==> src/rtl/pulse_pkg.sv <==
// Shared types and helpers for the pulse stretcher: FSM state encoding and
// the blink counter width calculation.
package pulse_pkg;

  typedef enum logic [1:0] {IDLE, ON, GAP} state_t;

  // Wide enough to hold the larger of the two load values without wrapping.
  function automatic int cnt_width(input int hold_cycles, input int gap_cycles);
    int m;
    m = (hold_cycles > gap_cycles) ? hold_cycles : gap_cycles;
    return $clog2(m + 1);
  endfunction

endpackage

==> src/rtl/pend_counter.sv <==
// Saturating up/down counter holding requests that arrived during a blink.
// Simultaneous inc and dec leave the count unchanged.
module pend_counter
  import pulse_pkg::*;
#(
  parameter int W = 3
) (
  input  logic         clk,
  input  logic         reset_n,
  input  logic         inc,
  input  logic         dec,
  output logic [W-1:0] count,
  output logic         sat
);

  localparam logic [W-1:0] MAX = '1;

  logic [W-1:0] count_q, count_d;

  always_comb begin
    count_d = count_q;
    if (inc && !dec && (count_q != MAX)) begin
      count_d = count_q + 1'b1;
    end else if (dec && !inc && (count_q != '0)) begin
      count_d = count_q - 1'b1;
    end
  end

  always_ff @(posedge clk or negedge reset_n) begin
    if (!reset_n) begin
      count_q <= '0;
    end else begin
      count_q <= count_d;
    end
  end

  assign count = count_q;
  assign sat   = (count_q == MAX);

endmodule

==> src/rtl/pulse_stretcher.sv <==
// Stretches 1-cycle request pulses into HOLD_CYCLES-high / GAP_CYCLES-low blinks.
// Define PULSE_STRETCH_PENDING_EN to queue requests that arrive mid-blink.
module pulse_stretcher
  import pulse_pkg::*;
#(
  parameter int HOLD_CYCLES = 100000,
  parameter int GAP_CYCLES  = 50000,
  parameter int PEND_W      = 3
) (
  input  logic clk,
  input  logic reset_n,
  input  logic pi,
  output logic lo,
  output logic busy,
  output logic dropped
);

  localparam int CW = cnt_width(HOLD_CYCLES, GAP_CYCLES);
  localparam logic [CW-1:0] HOLD_LD = CW'(HOLD_CYCLES - 1);
  localparam logic [CW-1:0] GAP_LD  = CW'(GAP_CYCLES - 1);

  state_t        state_q, state_d;
  logic [CW-1:0] cnt_q, cnt_d;
  logic          lo_q, lo_d;
  logic          busy_q, busy_d;
  logic          dropped_q, dropped_d;
  logic          cnt_zero;
  logic          extra_req;   // request that cannot start a blink right now
  logic          pend_nz;

`ifdef PULSE_STRETCH_PENDING_EN
  logic              pend_dec;
  logic              pend_sat;
  logic [PEND_W-1:0] pend_count;

  // A queued request is consumed whenever the FSM is free to start a blink.
  assign pend_dec = pend_nz && ((state_q == IDLE) || ((state_q == GAP) && cnt_zero));

  pend_counter #(
    .W(PEND_W)
  ) u_pend (
    .clk     (clk),
    .reset_n (reset_n),
    .inc     (extra_req),
    .dec     (pend_dec),
    .count   (pend_count),
    .sat     (pend_sat)
  );

  assign pend_nz = |pend_count;
`else
  assign pend_nz = 1'b0;
`endif

  assign cnt_zero = (cnt_q == '0);

  always_comb begin
    state_d   = state_q;
    cnt_d     = cnt_q;
    extra_req = 1'b0;
    unique case (state_q)
      IDLE: begin
        extra_req = pi & pend_nz;
        if (pi || pend_nz) begin
          state_d = ON;
          cnt_d   = HOLD_LD;
        end
      end
      ON: begin
        extra_req = pi;
        if (cnt_zero) begin
          state_d = GAP;
          cnt_d   = GAP_LD;
        end else begin
          cnt_d = cnt_q - 1'b1;
        end
      end
      GAP: begin
        if (cnt_zero) begin
          // Queued work has priority; a fresh pi with nothing queued starts directly.
          extra_req = pi & pend_nz;
          if (pend_nz || pi) begin
            state_d = ON;
            cnt_d   = HOLD_LD;
          end else begin
            state_d = IDLE;
          end
        end else begin
          extra_req = pi;
          cnt_d     = cnt_q - 1'b1;
        end
      end
      default: begin
        state_d = IDLE;
        cnt_d   = '0;
      end
    endcase

    lo_d   = (state_d == ON);
    busy_d = (state_d != IDLE);
`ifdef PULSE_STRETCH_PENDING_EN
    dropped_d = extra_req & pend_sat & ~pend_dec;
`else
    dropped_d = extra_req;
`endif
  end

  always_ff @(posedge clk or negedge reset_n) begin
    if (!reset_n) begin
      state_q   <= IDLE;
      cnt_q     <= '0;
      lo_q      <= 1'b0;
      busy_q    <= 1'b0;
      dropped_q <= 1'b0;
    end else begin
      state_q   <= state_d;
      cnt_q     <= cnt_d;
      lo_q      <= lo_d;
      busy_q    <= busy_d;
      dropped_q <= dropped_d;
    end
  end

  assign lo      = lo_q;
  assign busy    = busy_q;
  assign dropped = dropped_q;

endmodule

==> config.mk <==
export PLATFORM = sky130hd
export DESIGN_NAME = pulse_stretcher
export DESIGN_NICKNAME = d
export VERILOG_FILES = /design/src/rtl/pulse_pkg.sv /design/src/rtl/pend_counter.sv /design/src/rtl/pulse_stretcher.sv
export SDC_FILE = /design/constraint.sdc
export NUM_CORES = 1
export LEC_CHECK = 0
export ABC_CLOCK_PERIOD_IN_PS = 2230
export BUFFER_PORTS_ARGS = -buffer_cell sky130_fd_sc_hd__buf_2
export CAP_MARGIN = 20
export CORE_AREA = 2 2 57 59
export CTS_BUF_LIST = sky130_fd_sc_hd__clkbuf_4
export DETAILED_ROUTE_END_ITERATION = 10
export DIE_AREA = 0 0 59 61
export PLACE_DENSITY_LB_ADDON = 0.05
export SETUP_SLACK_MARGIN = 0.02
export SLEW_MARGIN = 20
export SYNTH_ARGS = -nofsm -noshare
export SYNTH_HDL_FRONTEND = slang
export SYNTH_SLANG_ARGS = --single-unit
==> constraint.sdc <==
create_clock -name clk -period 2.23 [get_ports clk]
set_input_delay 0 -clock clk [delete_from_list [all_inputs] [get_ports clk]]
set_output_delay 0 -clock clk [all_outputs]
set_load 0.01 [all_outputs]
Word level (Yosys, flattened, before mapping)

Index checks and enable logic that the tools add are counted.
Widths: inputs -> output; s select.

Register bits: 22
Logic and storage cells: 23

Equality and inequality tests: 3
Add/sub/neg operators: 1
Multiplexer cells: 11
Reduce and logical (&&, ||, !) cells: 3

Operators with widths:

| cell                  | count |
|---|---|
| $mux 17               | 3 |
| $pmux 17 s3           | 1 |
| $logic_not 17->1      | 1 |
| $sub 17x1->17 const B | 1 |
| $mux 2                | 3 |
| $pmux 2 s3            | 1 |
| $eq 2x1->1 const B    | 2 |
| $eq 2x2->1 const B    | 1 |
| $logic_not 2->1       | 1 |
| $mux 1                | 2 |
| $pmux 1 s2            | 1 |
| $reduce_bool 2->1     | 1 |

Logic depth before layout (Yosys ltp)

Gate-level depths: netlist of run 1.

Depth in word-level cells: 4
Depth in mapped cells: 8
Gate-level depth less buffers: 7

Least setup slack after synthesis of run 1

Ideal clock, no wire load.

Kind: register to register
From: register cnt_q[0]
To: register cnt_q[8]
Required time: 2.126 ns
Cell stages (with the launch flop): 9
Arrival time: 2.049 ns
Path slack: 0.077 ns
Path through: dfrtp_1 > inv_1 > ha_1 > nor3b_1 > and3_1 > clkbuf_1 > a31oi_1 > or4b_1 > o311ai_1

Cells in the longest elaborated chain, start to end: 3
Elaborated cells between the ends (all ways): 5

Ends and longest elaborated chain:

| what                                                     | line                                                                | source |
|---|---|---|
| start, declared                                          | pulse_stretcher.sv:23                                               | `logic [CW-1:0] cnt_q, cnt_d;` |
| start signal, assigned                                   | pulse_stretcher.sv:117                                              | `cnt_q <= cnt_d;` |
| $sub 17x1->17 / $logic_not 17->1 (equally long branches) | pulse_stretcher.sv:75, pulse_stretcher.sv:90, pulse_stretcher.sv:55 |  |
| $mux 17, on equally long branches                        | pulse_stretcher.sv:79, pulse_stretcher.sv:71                        |  |
| $pmux 17 s3 (*)                                          | pulse_stretcher.sv:61                                               | `unique case (state_q)` |
| via cnt_d[8]                                             | pulse_stretcher.sv:23                                               |  |

The timed path passes the listed nets; every way through them passes the cells marked *.

Worst setup path in the final report of run 1

From: register cnt_q[1]
To: register cnt_q[5]

Same word-level chain as after synthesis.

==> implementation parameters, run 1 <==
Parameter                              Value

Status
  Result of the run    finished clean

Timing
  Setup repair after global routing missed its margin    true
  Number of endpoints with negative hold slack in the final report    0
  Slew at the pin with the worst max-slew slack    0.6319 ns
  Fin crit period    2.127 ns
  Number of pins exceeding their max-slew limit in the final report    0
  Final worst path period share    95.40%
  Worst clock skew    slightly below 0.003 ns
  Relative slew margins    57.50%
  Total negative slack for setup checks    0 ns
  Worst Slack Setup Final    0.1026 ns
  Achievable frequency    0.4701 GHz
  Setup violators final    0

Global routing
  Met1 GRT Util    31.66%
  Wire length of the first global-routing pass    5934 um
  Number of antenna violations at the first check in global routing    0
  Maximum number of pins on one net before global-route repair    23
  Overflow left after global routing    0
  Via count of the first global-routing pass    1233
  Met2 routing resource usage after global routing    about 36%
  Met3 usage in global routing    1.919%
  Busiest grt layer    met2
  Total GRT Usage    22.09%

Setup path
  Path depth of the worst reg2reg path    8
  Req. time, crit path    2.48 ns
  Setup crit end kind    flip-flop
  Maximum net fanout on the critical path    5
  Type of the setup path with the least slack    reg2reg
  Worst setup SP type    flip-flop
  Register-to-register setup slack    0.10 ns
  R2r startpoint    cnt_q[1]
  End of the worst register-to-register path    cnt_q[5]
  Arr. time, crit path    2.38 ns

Logic synthesis
  Mux cell area share after synthesis    0%
  Seq/Total Area, Yosys    38.13%
  Commonest cells in the synthesized netlist    sky130_fd_sc_hd__dfrtp_1, sky130_fd_sc_hd__nor2_1, sky130_fd_sc_hd__o21ai_0
  Synth Area in Simple Gates    24.61%
  FF+latch count, synth    22
  Per-instance average area after synthesis    9.081 sq um
  Synth top area share    around two fifths
  Share of synthesized flip-flops with an asynchronous set or reset    100.0%
  Biggest area consumer among synthesized cells    sky130_fd_sc_hd__dfrtp_1
  Ys flop type    sky130_fd_sc_hd__dfrtp_1
  Most area-consuming cells after synthesis    sky130_fd_sc_hd__dfrtp_1, sky130_fd_sc_hd__o21ai_0, sky130_fd_sc_hd__ha_1
  Cells after synthesis    ~160
  Combinational family with the most area after synthesis    compound AO/OA/AOI/OAI gates
  Complex-gate fraction of the synthesized area    27.38%
  Yosys synthesis warning count    0
  Number of enable flip-flop cells after synthesis    0
  Net count after synthesis    167
  Most repeated cell in the gate-level netlist after synthesis    sky130_fd_sc_hd__dfrtp_1
  Unique cell type count in the Yosys netlist    between 40 and 50
  Parity-gate share of the synthesized area counting xor and xnor cells    1.213%
  Syn Std Cell Area    0.001444 sq mm
  Post-synthesis adder-cell area fraction    4.333%

Power
  Switch share    approximately a third
  Clock Power Share    around 17%
  Combinational group share of total power    28.5%
  Reported net switching power    0.3678 mW
  Internal power component    around 0.71 mW
  Cell leakage power    0.7182 nW
  Largest voltage drop on the vdd net    0.3084 mV
  Sum of internal, switching and leakage power    1.077 mW
  Share of total power in sequential cells    54.1%
  Power density cells    roughly 640 mW/mm^2

Clock network
  Insertion delay of the later-clocked pin in the worst-skew pair    0.31 ns
  CTS Buf Count    3
  H-tree depth    1
  CTS tree    yes
  Number of sinks driven by the clock tree    22
  Clock transition time at the flip-flop clock pins of the worst setup and hold paths    0.12 ns
  Root Driver    sky130_fd_sc_hd__clkbuf_4
  Clock Path Buffers    2

Drt
  Number of DRC violations after detailed routing    0
  Initial DRC Count    51
  Number of optimization iterations in the first detailed-route pass    4
  Drt total wl    3551 um
  Detailed-route vias per instance    6.089
  Antenna-violating nets left    0
  Routed wire per std cell    16.59 um
  Via count    1303

Die
  I/O pin count    6
  Horizontal die dimension    59 um
  Die Span Y    approximately 61 um
  Full die area    roughly 0.0036 sq mm
  Area inside the core boundary    0.002953 sq mm
  Starting density of the core    between 40% and 50%
  Number of placement rows    20

Hold path
  Number of instances on the worst hold path    2
  Startpoint of the tightest hold check path    pi
  Type of the worst min-delay path    in2reg
  WHS Endpoint    dropped

Placed design
  Total half-perimeter wirelength after legalization and detailed placement    2609 um
  Dpl cell area    0.001613 sq mm
  Pre-CTS setup slack    just over 0.05 ns
  Inst Count DP    ~210
  Gp weighted congestion    0.8190
  Number of port buffers    5

Final layout
  Fraction of layout instances using a drive strength above 1    25.41%
  Antenna cell count    0
  Final design area excluding fillers    0.001679 sq mm
  Post-route insts no fill    214
  # nets final    190
  Layout-stage area growth over the synthesis result    16.29%
  Filler cells    approximately 270

Run
  Number of max-cap violations    0
## flip-flops by register name, summed over array words and instances (netlist names)
register	flops
busy	1
cnt_q	17
dropped	1
lo	1
state_q	2
## how the worst max path moves through the flow
stage,end,startpoint,depth (start not counted)
floorplan,cnt_q[8],cnt_q[0],8
CTS,cnt_q[2],cnt_q[11],5
global route,cnt_q[8],cnt_q[1],8
finish,cnt_q[5],cnt_q[1],8
detailed placement,cnt_q[2],cnt_q[11],5
global placement,cnt_q[7],cnt_q[1],8
## logic make-up (layout without fill, tap and decap cells)
| group | after synthesis | count (layout) |
|---|---|---|
| AOI/OAI and AO/OA | 54 | 54 |
| xor gates and xnor gates | 2 | 2 |
| adders and majority gates | 5 | 5 |
| buffers and inverters | 14 | 36 |
| DFF | 22 | 22 |
| and+or+nand+nor | 62 | 62 |
## metrics by stage
stage	hold slack, ns	utilization (%)
after global placement	-0.01076	54.62
final	0.08613	56.86
after floorplan	-0.2956	-
after global routing	0.08492	56.86
after detailed placement	-0.0002738	54.62
after CTS	0.07067	55.85
## worst max-delay path, stage by stage, from the launching register on
cell	delay [ns]
sky130_fd_sc_hd__dfrtp_1	0.41
sky130_fd_sc_hd__inv_1	0.06
sky130_fd_sc_hd__ha_1	0.19
sky130_fd_sc_hd__nor3b_4	0.16
sky130_fd_sc_hd__buf_4	0.14
sky130_fd_sc_hd__and3_1	0.21
sky130_fd_sc_hd__a21boi_0	0.53
sky130_fd_sc_hd__a22o_1	0.25
sky130_fd_sc_hd__a22o_1	0.12
## power by group through the flow
stage | Sequential (mW) | Clock [mW] | Combinational, mW
6_report | 0.583 | 0.188 | 0.307
5_1_grt | 0.594 | 0.213 | 0.349
4_1_cts | 0.574 | 0.200 | 0.297
3_5_place_dp | 0.582 | 0 | 0.294
3_3_place_gp | 0.583 | 0 | 0.290
2_1_floorplan | 0.559 | 0 | 0.206
## metal layers
metal / up-vias / share of wire [%]
li1: 646 / -
met1: 632 / 48
met2: 21 / 48
met3: 4 / 3.6
met4: 0 / 0.79
met5: - / 0
## cell type report
type / instances / area (sq um) / share of cell area (%)
Timing Repair Buffer: 26 / 185.2 / 11.03
Sequential cell: 22 / 550.5 / 32.79
Clock inverter: 1 / 3.754 / 0.2235
Clock buffer: 3 / 22.52 / 1.341
Multi-Input combinational cell: 123 / 853.3 / 50.82
Tap cell: 33 / 41.29 / 2.459
Inverter: 6 / 22.52 / 1.341
## cells in the final DEF (no fill, tap or decap), types with 2 or more instances in the layout
master and instances:
sky130_fd_sc_hd__clkbuf_4 3, sky130_fd_sc_hd__or4_4 2, sky130_fd_sc_hd__or2_2 4, sky130_fd_sc_hd__a21boi_0 2
sky130_fd_sc_hd__ha_1 5, sky130_fd_sc_hd__nor4_1 3, sky130_fd_sc_hd__buf_2 5, sky130_fd_sc_hd__o21ai_0 13
sky130_fd_sc_hd__or4_1 3, sky130_fd_sc_hd__nand2_1 7, sky130_fd_sc_hd__or3_1 2, sky130_fd_sc_hd__a31oi_1 8
sky130_fd_sc_hd__nand3_1 4, sky130_fd_sc_hd__dfrtp_1 22, sky130_fd_sc_hd__a21o_1 3, sky130_fd_sc_hd__buf_4 20
sky130_fd_sc_hd__a21oi_1 9, sky130_fd_sc_hd__a22o_1 3, sky130_fd_sc_hd__a32oi_1 2, sky130_fd_sc_hd__and3_1 2
sky130_fd_sc_hd__inv_1 6, sky130_fd_sc_hd__o31ai_1 3, sky130_fd_sc_hd__nor2_1 14, sky130_fd_sc_hd__nor3_1 8
## what timing repair did
action	4_1_cts	5_1_grt
resized for setup	0	5
setup buffers	0	1
hold endpoints to repair	22	0
endpoints found under the setup margin	0	17
hold buffers	1	0
No activity file was read; power rests on OpenSTA's default activity.
==> run 2, diff against run 1 <==
Settings changed: ABC_CLOCK_PERIOD_IN_PS 2230 to 2150.
Clock period 2.23 ns to 2.15 ns, I/O delays scaled along.
==> implementation parameters, run 2 (same netlist as run 1, synthesis figures left out) <==
Parameter                              Value

Placed design
  Number of port buffers    5
  Inst Count DP    208
  Dpl cell area    roughly 0.0016 sq mm
  Total half-perimeter wirelength after legalization and detailed placement    2621 um
  Pre-CTS setup slack    -0.06048 ns
  Gp weighted congestion    0.8266

Drt
  Number of optimization iterations in the first detailed-route pass    4
  Detailed-route vias per instance    6.134
  WL met3    174 um
  Drt total wl    approximately 3600 um
  Routed metal-1 wire length    1662 um
  Highest routing layer actually used    met4
  Via count    1331
  Initial DRC Count    65
  Routed wire per std cell    approximately 17 um
  Antenna-violating nets left    0
  Wire length on met2    1713 um
  Number of DRC violations after detailed routing    0

Setup path
  Req. time, crit path    2.38 ns
  Register-to-register setup slack    0.09 ns
  Type of the setup path with the least slack    reg2reg
  Setup crit end kind    flip-flop
  Worst setup SP type    flip-flop
  Slowest stage delay, CP    0.59 ns
  R2r startpoint    cnt_q[10]
  End of the worst register-to-register path    cnt_q[8]
  Maximum net fanout on the critical path    6
  Arr. time, crit path    approximately 2.3 ns
  Path depth of the worst reg2reg path    5
  Critical-path cell list    or4_4 > nor3_4 > a31oi_2 > or4b_1 > o311ai_1
  CP max stage cell    sky130_fd_sc_hd__or4_4

Clock network
  CTS Buf Count    3
  Root Driver    sky130_fd_sc_hd__clkbuf_4
  CTS tree    yes
  Number of sinks driven by the clock tree    22
  Clock Path Buffers    2
  Insertion delay of the later-clocked pin in the worst-skew pair    0.32 ns
  H-tree depth    1
  Clock transition time at the flip-flop clock pins of the worst setup and hold paths    0.12 ns

Hold path
  Type of the worst min-delay path    in2reg
  WHS Endpoint    dropped
  Number of instances on the worst hold path    2
  Startpoint of the tightest hold check path    pi

Final layout
  Layout-stage area growth over the synthesis result    19.76%
  Antenna cell count    0
  Filler cells    276
  Most common cell after layout, fill and taps aside    sky130_fd_sc_hd__buf_4
  Final design area excluding fillers    0.001729 sq mm
  # nets final    193
  Register with the most flip-flops    cnt_q
  Post-route insts no fill    217
  Final core occ    58.56%
  Number of flip-flops under the largest register name    17
  Fraction of layout instances using a drive strength above 1    slightly below 30%
  Most used cells in the layout excluding fill and tap cells    sky130_fd_sc_hd__buf_4, sky130_fd_sc_hd__dfrtp_1, sky130_fd_sc_hd__nor2_1, sky130_fd_sc_hd__o21ai_0, sky130_fd_sc_hd__a21oi_1
  Largest registers in the final layout    cnt_q: 17 flops, state_q: 2 flops

Timing
  Relative slew margins    66.99%
  Achievable frequency    0.4857 GHz
  Slew at the pin with the worst max-slew slack    0.4914 ns
  Worst Slack Setup Final    around 0.09 ns
  Setup violators final    0
  Fin crit period    2.059 ns
  Worst clock skew    0.002295 ns
  Setup repair after global routing missed its margin    true
  Hold slack final    about 0.072 ns
  Number of pins exceeding their max-slew limit in the final report    0
  Number of endpoints with negative hold slack in the final report    0
  Final worst path period share    95.76%

Power
  Power density cells    roughly 660 mW/mm^2
  Share of total power in sequential cells    a little over half
  Largest voltage drop on the vdd net    0.3182 mV
  Switch share    35.19%
  Cell leakage power    0.7307 nW
  Clock Power Share    approximately 18%
  Combinational group share of total power    29.0%
  Internal power component    0.7385 mW
  Reported net switching power    0.4009 mW

Die
  Starting density of the core    48.90%
  Number of placement rows    20
  Area inside the core boundary    ~0.003 sq mm
  Full die area    0.003599 sq mm
  Horizontal die dimension    between 50 and 60 um
  Die Span Y    a little over 60 um
  I/O pin count    6

Global routing
  Wire length of the first global-routing pass    ~6000 um
  Total GRT Usage    22.69%
  Maximum number of pins on one net before global-route repair    23
  Overflow left after global routing    0
  Number of antenna violations at the first check in global routing    0
  Via count of the first global-routing pass    1249

Status
  Result of the run    finished clean

Run
  Number of max-cap violations    0
[run 2: routing by layer]
metal | track usage, % | up-vias
met2 | 34.92 | 39
met3 | 2.132 | 6
met1 | 32.76 | 638
met5 | 0 | -
met4 | 9.416 | 0
li1 | - | 648
[run 2: stage by stage]
stage	power, mW	setup TNS [ns]
2_1_floorplan	0.7978	0
3_3_place_gp	0.9025	0
3_5_place_dp	0.9141	-0.09260
4_1_cts	1.124	0
5_1_grt	1.216	-0.004338
6_report	1.139	0
[run 2: worst max-delay path by stage]
stage                         start   endpoint  slack (ns)  cells past startpoint
after floorplan           cnt_q[11]         lo        0.06                      6
after global placement     cnt_q[1]   cnt_q[2]       0.005                      7
after detailed placement   cnt_q[1]  cnt_q[14]       -0.06                      7
after CTS                  cnt_q[1]  cnt_q[14]        0.01                      7
after global routing       cnt_q[1]   cnt_q[8]      -0.004                      7
final                     cnt_q[10]   cnt_q[8]        0.09                      5
[run 2: cell type report]
| class | count | area [sq um] | share of cell area, % |
|---|---|---|---|
| Tap cell | 33 | 41.29 | 2.388 |
| Clock inverter | 1 | 3.754 | 0.2171 |
| Inverter | 6 | 22.52 | 1.302 |
| Multi-Input combinational cell | 123 | 880.8 | 50.94 |
| Sequential cell | 22 | 550.5 | 31.84 |
| Timing Repair Buffer | 29 | 207.7 | 12.01 |
| Clock buffer | 3 | 22.52 | 1.302 |
[run 2: power by group through the flow]
stage | combinational [mW] | clock (mW) | sequential (mW)
6_report | 0.331 | 0.200 | 0.609
5_1_grt | 0.366 | 0.225 | 0.626
2_1_floorplan | 0.215 | 0 | 0.582
3_3_place_gp | 0.295 | 0 | 0.607
4_1_cts | 0.311 | 0.211 | 0.602
3_5_place_dp | 0.304 | 0 | 0.610
[run 2: timing repair]
| action | 4_1_cts | 5_1_grt |
|---|---|---|
| pin swaps | 1 | 3 |
| endpoints found under the hold margin | 22 | 0 |
| setup buffers | 1 | 3 |
| hold buffers | 1 | 0 |
| gates resized for setup | 4 | 7 |
| endpoints found under the setup margin | 9 | 17 |
[run 2: worst max-delay path, delay by kind of cell, from the launching register on]
kind / cells / cell delay [ns]
DFF: 1 / 0.40
AOI/OAI and AO/OA: 2 / 0.25
and+or+nand+nor: 3 / 1.32
==> run 3, diff against run 2 <==
Settings changed: CORE_AREA 2 2 57 59 to 2 2 64 66, DIE_AREA 0 0 59 61 to 0 0 66 68.
==> implementation parameters, run 3 (same netlist as run 1, synthesis figures left out) <==
Parameter                              Value

Status
  Result of the run    finished clean

Die
  Number of placement rows    23
  Die Span Y    68 um
  Horizontal die dimension    roughly 66 um
  Starting density of the core    37.44%
  Full die area    0.004488 sq mm
  Area inside the core boundary    0.003856 sq mm
  I/O pin count    6

Drt
  Number of DRC violations after detailed routing    0
  Drt total wl    3845 um
  Antenna-violating nets left    0
  Initial DRC Count    approximately 60
  Via count    about 1400
  Routed wire per std cell    16.16 um
  Number of optimization iterations in the first detailed-route pass    6
  Detailed-route vias per instance    5.794

Timing
  Relative slew margins    roughly 64%
  Worst Slack Setup Final    0.08780 ns
  Final worst path period share    95.92%
  Hold slack final    0.04718 ns
  Worst clock skew    0.01877 ns
  Number of endpoints with negative hold slack in the final report    0
  Fin crit period    approximately 2.1 ns
  Achievable frequency    0.4849 GHz
  Setup violators final    0
  Total negative slack for setup checks    0 ns
  Slew at the pin with the worst max-slew slack    approximately 0.53 ns
  Number of pins exceeding their max-slew limit in the final report    0

Global routing
  Number of antenna violations at the first check in global routing    0
  Wire length of the first global-routing pass    6423 um
  Via count of the first global-routing pass    1339
  Maximum number of pins on one net before global-route repair    23
  Total GRT Usage    18.89%
  Overflow left after global routing    0

Final layout
  Final core occ    between 40 and 50%
  Number of flip-flops under the largest register name    17
  Post-route insts no fill    238
  Layout-stage area growth over the synthesis result    22.44%
  Register with the most flip-flops    cnt_q
  Most used cells in the layout excluding fill and tap cells    sky130_fd_sc_hd__buf_4, sky130_fd_sc_hd__dfrtp_1, sky130_fd_sc_hd__nor2_1
  Most common cell after layout, fill and taps aside    sky130_fd_sc_hd__buf_4
  Fraction of layout instances using a drive strength above 1    29.79%
  Largest registers in the final layout    cnt_q: 17 flops, state_q: 2 flops
  Final design area excluding fillers    0.001768 sq mm
  # nets final    197
  Antenna cell count    0

Placed design
  Inst Count DP    230
  Gp weighted congestion    0.8071
  Dpl cell area    0.001677 sq mm
  Pre-CTS setup slack    -0.01135 ns
  Total half-perimeter wirelength after legalization and detailed placement    2755 um
  Number of port buffers    5

Setup path
  Maximum net fanout on the critical path    7
  Req. time, crit path    approximately 2.4 ns
  Setup crit end kind    flip-flop
  Worst setup SP type    flip-flop
  Arr. time, crit path    2.30 ns
  Type of the setup path with the least slack    reg2reg

Power
  Internal power component    between 0.7 and 0.8 mW
  Largest voltage drop on the vdd net    approximately 0.35 mV
  Sum of internal, switching and leakage power    1.165 mW
  Clock Power Share    about 18%
  Reported net switching power    between 0.4 and 0.5 mW
  Share of total power in sequential cells    52.3%
  Combinational group share of total power    30.0%
  Cell leakage power    0.7506 nW
  Switch share    between 30% and 40%
  Power density cells    658.7 mW/mm^2

Clock network
  CTS tree    yes
  Root Driver    sky130_fd_sc_hd__clkbuf_4
  Clock transition time at the flip-flop clock pins of the worst setup and hold paths    roughly 0.14 ns
  Number of sinks driven by the clock tree    22
  H-tree depth    1
  CTS Buf Count    3
  Insertion delay of the later-clocked pin in the worst-skew pair    ~0.33 ns
  Clock Path Buffers    2

Hold path
  Type of the worst min-delay path    in2reg

Run
  Number of max-cap violations    0
==> run 3: power by group through the flow <==
stage,Clock [mW],Combinational (mW),Sequential (mW)
floorplan,0,0.215,0.582
CTS,0.210,0.310,0.599
finish,0.206,0.349,0.609
global placement,0,0.303,0.606
detailed placement,0,0.307,0.607
global route,0.227,0.390,0.624
==> run 3: cell type report <==
class | count | area (sq um)
fill | 405 | 2088
multi-input combinational | 123 | 864.6
sequential | 22 | 550.5
timing repair buffer | 33 | 241.5
tap | 50 | 62.56
clock buffer | 3 | 22.52
inverter | 6 | 22.52
clock inverter | 1 | 3.754
==> run 3: critical path, stage by stage (launching register included) <==
cell	delay [ns]
sky130_fd_sc_hd__dfrtp_1	0.45
sky130_fd_sc_hd__nor3_1	0.48
sky130_fd_sc_hd__nand3_2	0.16
sky130_fd_sc_hd__buf_6	0.18
sky130_fd_sc_hd__o41ai_4	0.31
sky130_fd_sc_hd__buf_4	0.19
sky130_fd_sc_hd__a21oi_1	0.04
sky130_fd_sc_hd__a21o_1	0.16
==> run 3: metal layers <==
| layer | global-route usage [%] | up-vias | share of wire, % |
|---|---|---|---|
| met5 | 0 | - | 0 |
| met3 | 2.138 | 9 | 3.7 |
| met2 | 31.31 | 36 | 48 |
| li1 | - | 662 | - |
| met1 | 24.90 | 672 | 46 |
| met4 | 8.673 | 0 | 2.4 |
==> run 3: timing repair <==
item / CTS / global route
pin swaps: 0 / 1
endpoints found under the setup margin: 5 / 17
setup buffers: 0 / 3
cloned: 0 / 0
endpoints found under the hold margin: 22 / 0
resized for setup: 1 / 6
hold buffers: 1 / 0
==> run 3: path summary, 6_finish.rpt <==
path,start,to,slack [ns],cells after the start
max,cnt_q[8],cnt_q[6],0.09,7
min,pi,dropped,0.05,2
max reg2reg,cnt_q[8],cnt_q[6],0.09,7
min reg2reg,cnt_q[6],cnt_q[6],0.55,1
max in group asynchronous,reset_n,cnt_q[16],1.64,2
min in group asynchronous,reset_n,cnt_q[15],0.15,2
